$ cat config.mk
export PLATFORM = sky130hd
export DESIGN_NAME = sram_bus_arbiter
export DESIGN_NICKNAME = d
export VERILOG_FILES = /design/src/rtl/sram_bus_arbiter.sv
export SDC_FILE = /design/constraint.sdc
export NUM_CORES = 1
export LEC_CHECK = 0
export CAP_MARGIN = 20
export CORE_UTILIZATION = 30
export CTS_BUF_LIST = sky130_fd_sc_hd__clkbuf_16
export DETAILED_ROUTE_END_ITERATION = 10
export SLEW_MARGIN = 0
export SYNTH_ARGS = -nofsm -noshare
export SYNTH_HDL_FRONTEND = slang
export SYNTH_SLANG_ARGS = --single-unit
$ cat constraint.sdc
create_clock -name clk -period 2.3 [get_ports clk]
set_clock_uncertainty 0.15 [all_clocks]
set_input_delay 0.575 -clock clk [delete_from_list [all_inputs] [get_ports clk]]
set_output_delay 0.575 -clock clk [all_outputs]
set_load 0.03 [all_outputs]
$ cat src/rtl/sram_bus_arbiter.sv
// Merges the core's inst-SRAM and data-SRAM ports onto one req/ack memory bus.
// Data side wins; one transaction outstanding; sticky error on bus timeout.
module sram_bus_arbiter #(
    parameter int TIMEOUT_CYCLES = 256,
    parameter int CNT_W          = 9
) (
    input  logic        clk,
    input  logic        rst,
    input  logic        inst_sram_en,
    input  logic [31:0] inst_sram_addr,
    output logic [31:0] inst_sram_rdata,
    input  logic        data_sram_en,
    input  logic [3:0]  data_sram_wen,
    input  logic [31:0] data_sram_addr,
    input  logic [31:0] data_sram_wdata,
    output logic [31:0] data_sram_rdata,
    output logic        stallreq_for_mem,
    output logic        bus_req,
    output logic        bus_wr,
    output logic [3:0]  bus_wstrb,
    output logic [31:0] bus_addr,
    output logic [31:0] bus_wdata,
    input  logic        bus_ack,
    input  logic [31:0] bus_rdata,
    output logic        bus_err
);

    typedef enum logic [1:0] {IDLE, D_WAIT, I_WAIT, DONE} state_e;

    state_e             state_q, state_d;
    logic               inst_pend_q, inst_pend_d;
    logic [31:0]        i_addr_q, i_addr_d;
    logic [CNT_W-1:0]   cnt_q, cnt_d;
    logic               err_q, err_d;
    logic [31:0]        inst_rdata_q, inst_rdata_d;
    logic [31:0]        data_rdata_q, data_rdata_d;
    logic               bus_req_q, bus_req_d;
    logic               bus_wr_q, bus_wr_d;
    logic [3:0]         bus_wstrb_q, bus_wstrb_d;
    logic [31:0]        bus_addr_q, bus_addr_d;
    logic [31:0]        bus_wdata_q, bus_wdata_d;

    logic in_wait;
    logic timeout;
    logic finish;

    assign in_wait = (state_q == D_WAIT) || (state_q == I_WAIT);
    assign timeout = (cnt_q == CNT_W'(TIMEOUT_CYCLES - 1));
    assign finish  = bus_ack || timeout;

    always_comb begin
        // NOTE: every _d defaults to its _q first so no path can infer a latch.
        state_d      = state_q;
        inst_pend_d  = inst_pend_q;
        i_addr_d     = i_addr_q;
        cnt_d        = cnt_q;
        err_d        = err_q;
        inst_rdata_d = inst_rdata_q;
        data_rdata_d = data_rdata_q;
        bus_req_d    = bus_req_q;
        bus_wr_d     = bus_wr_q;
        bus_wstrb_d  = bus_wstrb_q;
        bus_addr_d   = bus_addr_q;
        bus_wdata_d  = bus_wdata_q;

        case (state_q)
            IDLE: begin
                if (data_sram_en) begin
                    inst_pend_d = inst_sram_en;
                    i_addr_d    = inst_sram_addr;
                    state_d     = D_WAIT;
                    bus_req_d   = 1'b1;
                    bus_wr_d    = |data_sram_wen;
                    bus_wstrb_d = data_sram_wen;
                    bus_addr_d  = data_sram_addr;
                    bus_wdata_d = data_sram_wdata;
                end else if (inst_sram_en) begin
                    i_addr_d    = inst_sram_addr;
                    state_d     = I_WAIT;
                    bus_req_d   = 1'b1;
                    bus_wr_d    = 1'b0;
                    bus_wstrb_d = 4'b0;
                    bus_addr_d  = inst_sram_addr;
                    bus_wdata_d = 32'h0;
                end
            end
            D_WAIT: begin
                cnt_d = cnt_q + 1'b1;
                if (finish) begin
                    cnt_d = '0;
                    // An ack on the abort cycle wins over the timeout.
                    if (!bus_ack) begin
                        err_d        = 1'b1;
                        data_rdata_d = 32'h0;
                    end else if (!bus_wr_q) begin
                        data_rdata_d = bus_rdata;
                    end
                    if (inst_pend_q) begin
                        state_d     = I_WAIT;
                        bus_wr_d    = 1'b0;
                        bus_wstrb_d = 4'b0;
                        bus_addr_d  = i_addr_q;
                        bus_wdata_d = 32'h0;
                    end else begin
                        state_d   = DONE;
                        bus_req_d = 1'b0;
                    end
                end
            end
            I_WAIT: begin
                cnt_d = cnt_q + 1'b1;
                if (finish) begin
                    cnt_d        = '0;
                    inst_rdata_d = bus_ack ? bus_rdata : 32'h0;
                    if (!bus_ack) err_d = 1'b1;
                    state_d   = DONE;
                    bus_req_d = 1'b0;
                end
            end
            default: begin
                // DONE: the still-held core request was just served, so ignore it.
                state_d = IDLE;
            end
        endcase
    end

    // NOTE: sequential state uses non-blocking assignments only.
    always_ff @(posedge clk or negedge rst) begin
        if (!rst) begin
            state_q      <= IDLE;
            inst_pend_q  <= 1'b0;
            i_addr_q     <= 32'h0;
            cnt_q        <= '0;
            err_q        <= 1'b0;
            inst_rdata_q <= 32'h0;
            data_rdata_q <= 32'h0;
            bus_req_q    <= 1'b0;
            bus_wr_q     <= 1'b0;
            bus_wstrb_q  <= 4'b0;
            bus_addr_q   <= 32'h0;
            bus_wdata_q  <= 32'h0;
        end else begin
            state_q      <= state_d;
            inst_pend_q  <= inst_pend_d;
            i_addr_q     <= i_addr_d;
            cnt_q        <= cnt_d;
            err_q        <= err_d;
            inst_rdata_q <= inst_rdata_d;
            data_rdata_q <= data_rdata_d;
            bus_req_q    <= bus_req_d;
            bus_wr_q     <= bus_wr_d;
            bus_wstrb_q  <= bus_wstrb_d;
            bus_addr_q   <= bus_addr_d;
            bus_wdata_q  <= bus_wdata_d;
        end
    end

    assign stallreq_for_mem = ((state_q == IDLE) && (inst_sram_en || data_sram_en)) || in_wait;
    assign inst_sram_rdata  = inst_rdata_q;
    assign data_sram_rdata  = data_rdata_q;
    assign bus_req          = bus_req_q;
    assign bus_wr           = bus_wr_q;
    assign bus_wstrb        = bus_wstrb_q;
    assign bus_addr         = bus_addr_q;
    assign bus_wdata        = bus_wdata_q;
    assign bus_err          = err_q;

endmodule
# --- After elaboration in Yosys (flattened, before gate mapping) ---
# Cells that the tools add are included.
# W data, S select, Z words.
op_classes:
  mux: 37
  add_sub_neg: 1
  n_bitwise: 1
  n_reduce_logical: 19
  n_eq_ne: 9
op_table:
  columns: ["op", "count"]
  rows:
  - ["$mux W32", 12]
  - ["$pmux W32 S2", 2]
  - ["$mux W4", 4]
  - ["$mux W1", 10]
  - ["$ne A2 B2 Y1 const B", 5]
  - ["$add A9 B1 Y9 const B", 1]
  - ["$eq A9 B8 Y1 const B", 1]
  - ["$mux W9", 1]
  - ["$reduce_and A3 Y1", 3]
  - ["$mux W2", 4]
  - ["$pmux W4 S2", 1]
  - ["$pmux W2 S3", 1]
  - ["$reduce_and A2 Y1", 3]
  - ["$reduce_and A5 Y1", 1]
  - ["$logic_or A1 B1 Y1", 4]
  - ["$reduce_and A4 Y1", 1]
  - ["$reduce_bool A2 Y1", 2]
  - ["$reduce_or A4 Y1", 1]
  - ["$ne A3 B3 Y1 const B", 1]
  - ["$pmux W1 S3", 1]
  - ["$reduce_bool A3 Y1", 1]
  - ["$eq A2 B1 Y1 const B", 1]
  - ["$eq A2 B2 Y1 const B", 1]
  - ["$logic_not A2 Y1", 1]
  - ["4 further kinds", 4]
word_totals:
  out_inout_bits: 136
  wordCells: 79
  register_bits: 179

# --- Longest topological paths before layout ---
depth:
  word_depth: 4
  ltp_mapped: 9

# --- Least setup slack after synthesis ---
# OpenSTA, ideal clock, no wires.
synth_path:
  kind: "reg2reg"
  start: "register cnt_q[0]"
  end: "register bus_addr_q[10], in the netlist bus_addr[10]"
  stages_incl_launch_ff: 9
  setup_ns: 0.125
  t_required_ns: 2.025
  path_buffers: 1
  period_less_slack_ns: 2.330
  setup_slack_ns: -0.030
  t_arrival_ns: 2.055
  cell_sequence: "dfrtp_1 -> ha_1 -> nand3_1 -> nor3_1 -> ha_1 -> o21ai_1 -> a221oi_2 -> buf_2 -> mux2_2"
synth_via:
  elab_chain_len: 4
synth_rtl:
  columns: ["element", "line", "text"]
  rows:
  - ["start, declared", "33", "logic [CNT_W-1:0] cnt_q, cnt_d;"]
  - ["start signal, assigned", "146", "cnt_q <= cnt_d;"]
  - ["$eq A9 B8 Y1", "48", "assign timeout = (cnt_q == CNT_W'(TIMEOUT_CYCLES - 1));"]
  - ["$logic_or A1 B1 Y1", "49", "assign finish = bus_ack || timeout;"]
  - ["$ne A2 B2 Y1 (no source line)", null, null]
  - ["$reduce_and A4 Y1 (no source line)", null, null]
  - ["end signal, assigned", "153", "bus_addr_q <= bus_addr_d;"]
  - ["end, declared", "40", "logic [31:0] bus_addr_q, bus_addr_d;"]
# No other way between the ends.
# A chain may end at the register's enable or synchronous reset.

# --- Final worst setup path ---
layout_path:
  start: "register cnt_q[1]"
  end: "register bus_wdata_q[28], in the netlist bus_wdata[28]"
layout_via:
  elab_chain_len: 4
layout_rtl:
  columns: ["element", "line", "text"]
  rows:
  - ["$eq A9 B8 Y1", "48", null]
  - ["$logic_or A1 B1 Y1", "49", null]
  - ["$ne A2 B2 Y1 (no source line)", null, null]
  - ["$reduce_and A4 Y1 (no source line)", null, null]
  - ["end signal, assigned", "154", "bus_wdata_q <= bus_wdata_d;"]
  - ["end, declared", "41", "logic [31:0] bus_wdata_q, bus_wdata_d;"]
# No other way between the ends.

==> results.sh <==
export IMPL_leakagePower_nw=5.372
export IMPL_power_w=0.01800
export IMPL_crit_chain="ha_2 -> nand3_2 -> nor3_2 -> ha_2 -> o21ai_2 -> a221oi_4 -> buf_6 -> buf_16 -> buf_12 -> buf_12 -> mux2i_2"
export IMPL_finalCritPeriodShare=1.016
export IMPL_cp_start_kind="flop"
export IMPL_worstReg2RegStart="cnt_q[1]$_DFFE_PN0N_"
export IMPL_clkLatencyLatePin_ps=420
export IMPL_timing_rr_end="bus_wdata[28]$_DFFE_PN0P_"
export IMPL_synthesis_nets=778
export IMPL_routed_via_count=5903
export IMPL_vias_per_cell=4.601
export IMPL_coreArea_um2=25180
export IMPL_synth_edff_count=0
export IMPL_synth_seq_cells=179
export IMPL_cts_buffer_depth=2
export IMPL_nFillCells=2334
export IMPL_cts_num_sinks=179
export IMPL_whs_endpoint="bus_addr[11]$_DFFE_PN0P_"
export IMPL_gp_congestion=0.7526
export IMPL_synth_area_leaders="dfrtp_1 (58%), mux2_2 (9.5%), mux2i_1 (9.2%), a22o_1 (7.4%), nand2_1 (3.8%)"
export IMPL_ioPinCount=273
export IMPL_synth_top_cell_by_area="dfrtp_1"
export IMPL_ys_types=40
export IMPL_reg2reg_depth=11
export IMPL_fin_ws_ps=-35.95
export IMPL_cts_tree="built"
export IMPL_drt_first_iter_violations=247
export IMPL_synth_commonest_cells="dfrtp_1 (179), nand2_1 (78), mux2i_1 (71)"
export IMPL_initial_core_util=0.3064
export IMPL_cts_root_buffer="clkbuf_16"
export IMPL_tightest_slew_ps=514.2
export IMPL_wl_per_cell_um=16.82
export IMPL_ys_warn_count=0
export IMPL_hpwl_mm=14.48
export IMPL_fin_util=0.4790
export IMPL_crit_type="flop to flop"
export IMPL_relSlewSlack=0.6527
export IMPL_clkTransAtPathRegs_ps=70
export IMPL_r2r_slack_ps=-40
export IMPL_slowest_delay_ps=370
export IMPL_synth_top_area_frac=0.5805
export IMPL_timing_max_cap_violations=0
export IMPL_rsz0062_at_grt="yes"
export IMPL_grt_max_degree=71
export IMPL_synth_flop_cell="dfrtp_1"
export IMPL_finalNonFillerCells=1283
export IMPL_dpl_instance_area_um2=11210
export IMPL_io_buffers=272
export IMPL_syn_inst=635
export IMPL_die_h_um=162.4
export IMPL_first_pass_iters=5
export IMPL_yosysMostFrequentCell="dfrtp_1"
export IMPL_hold_viol_final=0
export IMPL_setup_violations=6
export IMPL_numCtsBuffers=17
export IMPL_area_growth_syn_to_layout_pct=56.32
export IMPL_die_area_um2=26370
export IMPL_crit_path_max_fanout=8
export IMPL_power_density_nw_per_um2=1492
export IMPL_syn_area_per_cell_um2=12.15
export IMPL_arrival_ps=2520
export IMPL_htreeDepth=4
export IMPL_grt_pass1_wl_mm=33.75
export IMPL_place_inst=1234
export IMPL_hp_class="flop to flop"
export IMPL_worstHoldStart="bus_addr[11]$_DFFE_PN0P_"
export IMPL_crit_slowest_cell="dfrtp_1"
export IMPL_gr_total_overflow=0
export IMPL_stdcell_area_um2=12060
export IMPL_fin_nets=1083
export IMPL_cp_required_ps=2480
export IMPL_grt_use_total=0.1646
export IMPL_outcome="finished, violations left"
export IMPL_cp_end_kind="flop"
export IMPL_grt_pass1_vias=6122
export IMPL_drc=0
export IMPL_antenna_found_initial=1
export IMPL_drv_slew=0
export IMPL_drive_above_1_share=0.1786
export IMPL_die_w_um=162.4
export IMPL_wirelength_mm=21.58
export IMPL_irDropWorstVdd_mv=0.7019
export IMPL_max_freq_mhz=428.1
export IMPL_rows=58
export IMPL_violations="setup timing"
export IMPL_synthArstFlopShare=1.000
export IMPL_ant_nets=0
export IMPL_min_period_ps=2336
export IMPL_ys_seq_area_frac=0.5805
export IMPL_synth_cell_area_um2=7716
export IMPL_min_path_cells=1
-- sequential cells by signal, summed over array words and instances, names as in the netlist --
| register | flops |
|---|---|
| bus_wr | 1 |
| bus_wstrb | 4 |
| data_sram_rdata | 32 |
| cnt_q | 9 |
| inst_sram_rdata | 32 |
| state_q | 2 |
| bus_err | 1 |
| bus_wdata | 32 |
| bus_addr | 32 |
| inst_pend_q | 1 |
| bus_req | 1 |
| i_addr_q | 32 |
-- routing by layer --
metal,global-route usage,vias to the layer above,part of all wire
li1,-,2842,-
met2,0.2601,178,0.46
met5,0,-,0
met1,0.2177,2872,0.45
met3,0.05857,11,0.082
met4,0.03087,0,0.0061
-- worst max-delay path, delay by kind of cell (launching register included) --
family	cells	cell delay, ps
buffers and inverters	4	540
adder cells (fa/ha/maj)	2	400
flip-flops	1	370
AO/OA/AOI/OAI	2	350
multiplexers	1	220
AND/OR/NAND/NOR	2	210
-- timing repair --
| item | in CTS | in global routing |
|---|---|---|
| resized for setup | 18 | 9 |
| buffers inserted | 8 | 7 |
| gates cloned | 1 | 1 |
| endpoints found under the hold margin | 35 | 0 |
| pin swaps | 1 | 3 |
| hold buffers | 1 | 0 |
| endpoints found under the setup margin | 63 | 73 |
-- kinds of logic after synthesis --
family                     share of synthesized area
DFF                                           0.5805
muxes                                         0.1884
AOI/OAI and AO/OA                             0.1172
and+or+nand+nor                              0.05854
buffers and inverters                        0.04556
adders and majority gates                   0.009729
-- worst max path at each step --
stage,slack (ps),endpoint,cells after the start,start
after CTS,-60,bus_addr[14]$_DFFE_PN0P_,10,cnt_q[1]$_DFFE_PN0N_
after global routing,-130,bus_wdata[28]$_DFFE_PN0P_,11,cnt_q[1]$_DFFE_PN0N_
after detailed placement,-200,bus_wdata[15]$_DFFE_PN0P_,6,inst_sram_en
final,-40,bus_wdata[28]$_DFFE_PN0P_,11,cnt_q[1]$_DFFE_PN0N_
after floorplan,20,bus_addr[10]$_DFFE_PN0P_,8,cnt_q[0]$_DFFE_PN0N_
after global placement,-140,bus_addr[2]$_DFFE_PN0P_,5,inst_sram_en
-- placed cells by master (no fill, tap or decap), types with 2 or more instances in the layout --
| master | netlist | routed |
|---|---|---|
| ha_2 | 0 | 3 |
| inv_1 | 43 | 41 |
| inv_2 | 0 | 2 |
| a21oi_1 | 3 | 3 |
| clkbuf_16 | 0 | 18 |
| a21boi_0 | 2 | 2 |
| mux2_4 | 0 | 7 |
| clkdlybuf4s50_1 | 0 | 266 |
| dlymetal6s2s_1 | 0 | 2 |
| or3b_2 | 2 | 2 |
| nand2b_1 | 3 | 3 |
| buf_4 | 2 | 28 |
| ha_1 | 6 | 2 |
| buf_6 | 1 | 6 |
| a22o_1 | 65 | 65 |
| o21ai_0 | 38 | 38 |
| nor2b_1 | 3 | 2 |
| nand3_1 | 4 | 3 |
| mux2_2 | 65 | 58 |
| buf_12 | 0 | 20 |
| buf_16 | 0 | 2 |
| o21bai_1 | 2 | 2 |
| inv_8 | 0 | 4 |
| a21o_1 | 2 | 2 |
| nor2_1 | 4 | 4 |
| dfrtp_1 | 179 | 179 |
| o22ai_1 | 2 | 2 |
| mux2i_1 | 71 | 70 |
| and3_1 | 3 | 3 |
| nand2_1 | 78 | 78 |
| inv_6 | 0 | 5 |
| clkinv_4 | 0 | 3 |
-- report_power, final --
group	internal [W]	total, W	leakage, nW	switching (W)
clock network	0.00144	0.00284	0.280	0.00140
logic	0.00495	0.00989	2.86	0.00493
registers	0.00454	0.00528	2.23	0.000740
-- layout make-up --
type	instances	area (um^2)	area share
clock buffers	17	425.4	0.03527
diodes	1	2.502	0.0002075
multi-input cells	371	2974	0.2466
flip-flops and latches	179	4479	0.3714
repair buffers	328	3470	0.2877
inverters	43	161.4	0.01338
well taps	330	412.9	0.03423
clock inverters	14	136.4	0.01131
-- per-stage QoR --
| step | setup WS, ps | TNS [ps] | hold slack (ps) |
|---|---|---|---|
| global placement | -135.1 | -7924 | 323.0 |
| floorplan | 24.18 | 0 | 129.4 |
| global route | -134.6 | -4677 | 362.2 |
| detailed placement | -195.7 | -10480 | 330.4 |
| finish | -35.95 | -110.9 | 341.6 |
| CTS | -57.06 | -922.3 | 331.2 |
Power figures use the tool's default switching activity.
